[src/rtl/sigmoid_idx_stage.sv]
// sigmoid_idx_stage: front end of the sigmoid activation path.
// Quantises a signed sample into a sigmoid table index, presents that index
// to the external combinational table and registers the returned word.
// Two-stage valid/ready pipeline, 1 sample/cycle, 2-cycle latency.
// Optional build macro SIGMOID_SATCNT_EN adds the sat_count port, which
// counts accepted samples whose index had to be clamped.
module sigmoid_idx_stage #(
  parameter int DATA_W  = 16,
  parameter int SHIFT   = 10,
  parameter int OFFSET  = 5,
  parameter int IDX_MAX = 9
) (
  input  logic                     clk,
  input  logic                     rst,
  input  logic                     in_valid,
  output logic                     in_ready,
  input  logic signed [DATA_W-1:0] in_data,
  input  logic                     in_last,
  output logic [4:0]               tbl_idx,
  input  logic [DATA_W-1:0]        tbl_value,
  output logic                     out_valid,
  input  logic                     out_ready,
  output logic [DATA_W-1:0]        out_data,
  output logic                     out_last,
  output logic                     frame_done
`ifdef SIGMOID_SATCNT_EN
  ,
  output logic [15:0]              sat_count
`endif
);

  // One extra bit of headroom so shift-plus-bias never wraps.
  localparam logic signed [DATA_W:0] OFF_X     = (DATA_W+1)'(OFFSET);
  localparam logic signed [DATA_W:0] IDX_MAX_X = (DATA_W+1)'(IDX_MAX);
  localparam logic [4:0]             IDX_MAX_5 = 5'(IDX_MAX);

  function automatic logic signed [DATA_W:0] bias_shift(input logic signed [DATA_W-1:0] x);
    logic signed [DATA_W:0] s;
    s = {x[DATA_W-1], x};
    return (s >>> SHIFT) + OFF_X;
  endfunction

  function automatic logic [4:0] sat_idx(input logic signed [DATA_W:0] t);
    if (t[DATA_W])
      return 5'd0;
    else if (t > IDX_MAX_X)
      return IDX_MAX_5;
    else
      return t[4:0];
  endfunction

  logic signed [DATA_W:0] biased_p0;
  logic [4:0]             idx_p0;
  logic                   adv1;
  logic                   adv2;

  logic                   vld_p1;
  logic [4:0]             idx_p1;
  logic                   last_p1;

  assign biased_p0 = bias_shift(in_data);
  assign idx_p0    = sat_idx(biased_p0);

  // Stage 2 advances when its word is taken or it is empty; stage 1 follows.
  assign adv2     = out_ready | ~out_valid;
  assign adv1     = adv2 | ~vld_p1;
  assign in_ready = adv1;
  assign tbl_idx  = idx_p1;

  // ---- stage 1: quantised index register, drives the table ----
  // Capture the index and frame marker of each accepted sample.
  always_ff @(posedge clk or posedge rst) begin
    if (rst) begin
      vld_p1  <= 1'b0;
      idx_p1  <= 5'd0;
      last_p1 <= 1'b0;
    end else if (adv1) begin
      vld_p1 <= in_valid;
      if (in_valid) begin
        idx_p1  <= idx_p0;
        last_p1 <= in_last;
      end
    end
  end

  // ---- stage 2: registered table word towards the next layer ----
  // Register the table word returned for the stage-1 index.
  always_ff @(posedge clk or posedge rst) begin
    if (rst) begin
      out_valid <= 1'b0;
      out_data  <= '0;
      out_last  <= 1'b0;
    end else if (adv2) begin
      out_valid <= vld_p1;
      if (vld_p1) begin
        out_data <= tbl_value;
        out_last <= last_p1;
      end
    end
  end

  // Pulse once, the cycle after the last sample of a frame is handed off.
  always_ff @(posedge clk or posedge rst) begin
    if (rst)
      frame_done <= 1'b0;
    else
      frame_done <= out_valid & out_ready & out_last;
  end

`ifdef SIGMOID_SATCNT_EN
  function automatic logic is_clamped(input logic signed [DATA_W:0] t);
    return t[DATA_W] | (t > IDX_MAX_X);
  endfunction

  logic sat_inc;
  assign sat_inc = in_valid & in_ready & is_clamped(biased_p0);

  // Per-frame clamp counter; sticks at all-ones, restarts after frame_done.
  always_ff @(posedge clk or posedge rst) begin
    if (rst)
      sat_count <= 16'd0;
    else if (frame_done)
      sat_count <= sat_inc ? 16'd1 : 16'd0;
    else if (sat_inc && sat_count != 16'hFFFF)
      sat_count <= sat_count + 16'd1;
  end
`endif

endmodule

[config.mk]
export PLATFORM = sky130hd
export DESIGN_NAME = sigmoid_idx_stage
export DESIGN_NICKNAME = d
export VERILOG_FILES = /design/src/rtl/sigmoid_idx_stage.sv
export SDC_FILE = /design/constraint.sdc
export NUM_CORES = 1
export LEC_CHECK = 0
export ABC_AREA = 1
export CAP_MARGIN = 15
export CORE_MARGIN = 2
export CORE_UTILIZATION = 43
export CTS_BUF_LIST = sky130_fd_sc_hd__clkbuf_4 sky130_fd_sc_hd__clkbuf_8
export DETAILED_ROUTE_END_ITERATION = 6
export MAX_ROUTING_LAYER = met4
export PLACE_DENSITY = 0.89
export REMOVE_ABC_BUFFERS = 1
export SLEW_MARGIN = 0
export SYNTH_ARGS = -nofsm -noshare
export SYNTH_HDL_FRONTEND = slang
export SYNTH_SLANG_ARGS = --single-unit
export TNS_END_PERCENT = 50
[constraint.sdc]
create_clock -name clk -period 3.16 [get_ports clk]
set_clock_uncertainty 0.1 [all_clocks]
set_input_delay 0.316 -clock clk [delete_from_list [all_inputs] [get_ports clk]]
set_output_delay 0.316 -clock clk [all_outputs]
set_load 0.03 [all_outputs]
==> impl_summary.txt <==
----------------------------------------------------
[Power]
  Maximum VDD drop ... between 0.0004 and 0.0005 V
  Flop pwr share ... about two fifths
  Comb power frac ... 41.6%
  Power density normalized to cell area ... 649 nW/um2
  Pint ... around 0.76 mW
  Sw frac ... between 30% and 40%
  Total power ... roughly 1.2 mW
  Part of the power in the clock network ... 19.6%
  Pleak ... just under 0.9 nW
  Switching Power ... between 0.3 and 0.4 mW

[Logic synthesis]
  Largest cells by area after synthesis ... sky130_fd_sc_hd__dfrtp_1, sky130_fd_sc_hd__mux2_4, sky130_fd_sc_hd__nand2_1
  Gate count of the mapped netlist ... approximately 110
  Netlist Area Pre-Place ... 1190 um2
  Fraction of post-synthesis cell area in the top cell type by area ... between 50% and 60%
  Post-synth top area cell ... sky130_fd_sc_hd__dfrtp_1
  Flip-flop and latch count after synthesis ... 26
  Share of the synthesized netlist area taken by xor and xnor gates ... 0%
  Synth warnings ... 0
  Post-synth cell types ... 17
  Share of synthesized cell area in full adder, half adder and majority cells ... under 10%
  Multiplexer share of the synthesized area ... 19.0%
  Basic-gate share of the synthesized area counting and, or, nand and nor cells ... 16.8%
  Combinational family with the most area after synthesis ... multiplexers
  Synthesized-area fraction occupied by ao, oa, aoi and oai cells ... 1.58%
  Post-synthesis area per instance ... between 10 and 15 um2
  Sequential share of the synthesized area ... between 50 and 60%

[Routing]
  Detailed-route wire length ... around 2.6 mm
  Final routed DRC violation total ... 0
  Drt first-iter violations ... 21
  Detailed-router iteration count before antenna repair ... 4
  Post-route antenna net violation count ... 0
  Total number of vias ... 969
  Average vias per placed instance ... ~5
  Post-detailed-route wirelength per cell ... ~14 um

[Flow run]
  Max Cap Viol ... 0

[Timing]
  Final Hold Vio Count ... 0
  Final Setup Violations ... 0
  Final cycle utilization of the critical path ... ~66%
  Final worst path period need ... ~2.1 ns
  Unrepaired setup endpoints after global routing ... no
  Max-Slew Margin vs Limit ... 37.7%
  Slew Viols, Final ... 0
  Pin slew with the least headroom to its limit ... between 0.9 and 1 ns
  Total negative slack ... 0 ns
  Maximum clock frequency ... ~480 MHz

[Clock tree]
  Clock Tree Root ... sky130_fd_sc_hd__clkbuf_4
  Clock slew seen by the registers of the worst setup and hold paths ... approximately 0.15 ns
  Clock tree from TritonCTS ... done
  Hold buffers post-CTS ... 0
  Post_cts resized ... 0
  Clk sink count ... 26
  Postcts setup bufs ... 0
  Maximum clock path buffer count ... 2
  Clock H-tree levels ... 1
  Inserted Clock Buffers ... 3
  Later-pin clock latency in the skew report ... approximately 0.32 ns

[Worst setup path]
  Worst setup EP type ... output pin
  Endpoint of the lowest-slack register-to-register path ... out_last
  Classification of the worst setup path ... input port to output pin
  Startpoint kind of the worst setup timing path ... input port
  Highest net fanout along the worst path ... 3
  Master of the slowest instance on the critical path ... sky130_fd_sc_hd__clkdlybuf4s50_1
  Launch point of the critical path ... out_ready
  Path depth of the worst reg2reg path ... 3
  End point of the critical path ... in_ready
  Worst reg2reg startpoint ... out_valid
  Delay of the slowest critical-path stage ... roughly 0.70 ns
  Crit path required time ... approximately 2.7 ns
  Worst-case register-to-register setup slack ... 1.81 ns
  Data arrival time at the worst-slack endpoint ... 1.67 ns
  Library cell appearing most often on the critical path ... sky130_fd_sc_hd__clkdlybuf4s50_1
  Cell breakdown of the critical path ... clkdlybuf4s50_1, inv_2, nand3_1, clkdlybuf4s50_1

[GRT]
  Pin count of the biggest net entering global routing ... 27
  Global-route wire length before repair ... 4.33 mm
  Number of global-route vias before repair ... just over 1k
  Total congestion overflow after global routing ... 0
  Antenna violations before repair ... 0
  Global router's overall resource usage ... 18.0%

[Layout]
  Post-layout net count ... roughly 200
  Number of standard cells in the layout, taps in and fillers out ... 194
  Number of diodes ... 0
  Proportion of layout cells with a drive suffix above 1 ... around 17%
  Area growth, synth to finish ... 49.8%
  Final instance area ... 1780 um2

[Floorplan]
  Die outline width ... between 50 and 60 um
  DIE AREA ... about 3200 um2
  Number of core rows ... 19
  Die span in y ... ~57 um
  Initial standard-cell utilization of the core ... 44.2%
  Placeable core region ... 2690 um2
  Io pins ... 62

[Placed design]
  Placed insts ... between 150 and 200
  Half-perimeter wire length after placement ... around 2.1 mm
  Placer Congestion ... between 0.8 and 0.9
  Port buffer count ... between 50 and 60
  Placement-stage cell area ... 1720 um2

[Run status]
  Run status ... finished, final reports clean

[Hold path]
  Tightest Hold Check Type ... input port to asynchronous set/reset pin

----------------------------------------------------
Yosys cell counts:
cell type                  n
sky130_fd_sc_hd__nand2_1  28
sky130_fd_sc_hd__nand4_1   2
sky130_fd_sc_hd__o21ai_0   2
sky130_fd_sc_hd__inv_1    14
sky130_fd_sc_hd__nor2_2    1
sky130_fd_sc_hd__nor2_1    4
sky130_fd_sc_hd__nand2_4   1
sky130_fd_sc_hd__mux2_4    9
sky130_fd_sc_hd__nand2_2   2
sky130_fd_sc_hd__nand3_1   6
sky130_fd_sc_hd__inv_2     1
sky130_fd_sc_hd__dfrtp_1  26
sky130_fd_sc_hd__mux2_2    8
sky130_fd_sc_hd__buf_6     1
sky130_fd_sc_hd__and3_1    1
sky130_fd_sc_hd__a21oi_2   1
sky130_fd_sc_hd__ha_1      2
worst max-delay path, delay by kind of cell:
family                 cells  cell delay, ns
AND/OR/NAND/NOR            1            0.11
buffers and inverters      3            1.24
sequential cells by signal (all words and copies together) (netlist names):
| register | flops |
|---|---|
| frame_done | 1 |
| out_valid | 1 |
| out_data | 16 |
| last_p1 | 1 |
| vld_p1 | 1 |
| tbl_idx | 5 |
| out_last | 1 |
power by group through the flow:
stage / registers (mW) / clock network (mW) / logic (mW)
floorplan: 0.590 / 0 / 0.137
global placement: 0.447 / 0 / 0.472
detailed placement: 0.455 / 0 / 0.482
CTS: 0.448 / 0.229 / 0.484
global route: 0.456 / 0.238 / 0.504
finish: 0.447 / 0.227 / 0.479
cell families after synthesis:
kind of cell | Yosys count
DFF | 26
muxes | 17
adders and majority gates | 2
AOI/OAI and AO/OA | 3
buffers and inverters | 16
and+or+nand+nor | 45
final cells by class:
cell class	instances	area [um2]
clock buffer	3	22.5
clock inverter	1	30.0
fill	207	910
inverter	15	56.3
multi-input combinational	67	468
sequential	26	651
tap	31	38.8
timing repair buffer	51	510
routing by layer:
metal | GRT usage, % | part of all wire (%) | wire length (um) | vias to the layer above
met5 | - | 0 | 0 | -
met4 | 6.12 | 0.76 | 20 | 0
met3 | 3.69 | 7.9 | 210 | 2
met2 | 32.6 | 51 | 1350 | 43
met1 | 19.5 | 40 | 1070 | 466
li1 | - | - | - | 458
cell usage in the layout, fill, tap and decap left out, drive strengths merged:
master | Yosys | layout
a21oi | 1 | 1
and3 | 1 | 1
bufinv | 0 | 1
clkbuf | 0 | 3
clkdlybuf4s50 | 0 | 51
dfrtp | 26 | 26
ha | 2 | 2
inv | 15 | 15
mux2 | 17 | 17
nand2 | 31 | 31
nand3 | 6 | 6
nand4 | 2 | 2
nor2 | 5 | 5
o21ai | 2 | 2
per-stage QoR:
stage                     worst slack (ns)  utilization, %  hold WS [ns]
final                                 1.07            66.1         0.392
after detailed placement              1.08            64.2         0.365
after global placement                1.08            64.2         0.362
after floorplan                       1.59               -         0.256
after global routing                  1.03            66.1         0.434
after CTS                             1.07            66.1         0.398
how the worst min path moves through the flow:
stage / end / slack, ns / cells past startpoint
2_1_floorplan: frame_done / 0.26 / 1
3_3_place_gp: last_p1 / 0.36 / 2
3_5_place_dp: last_p1 / 0.37 / 2
4_1_cts: last_p1 / 0.40 / 2
5_1_grt: tbl_idx[1] / 0.43 / 2
6_report: out_data[5] / 0.39 / 2
(Power assumes the default switching activity.)
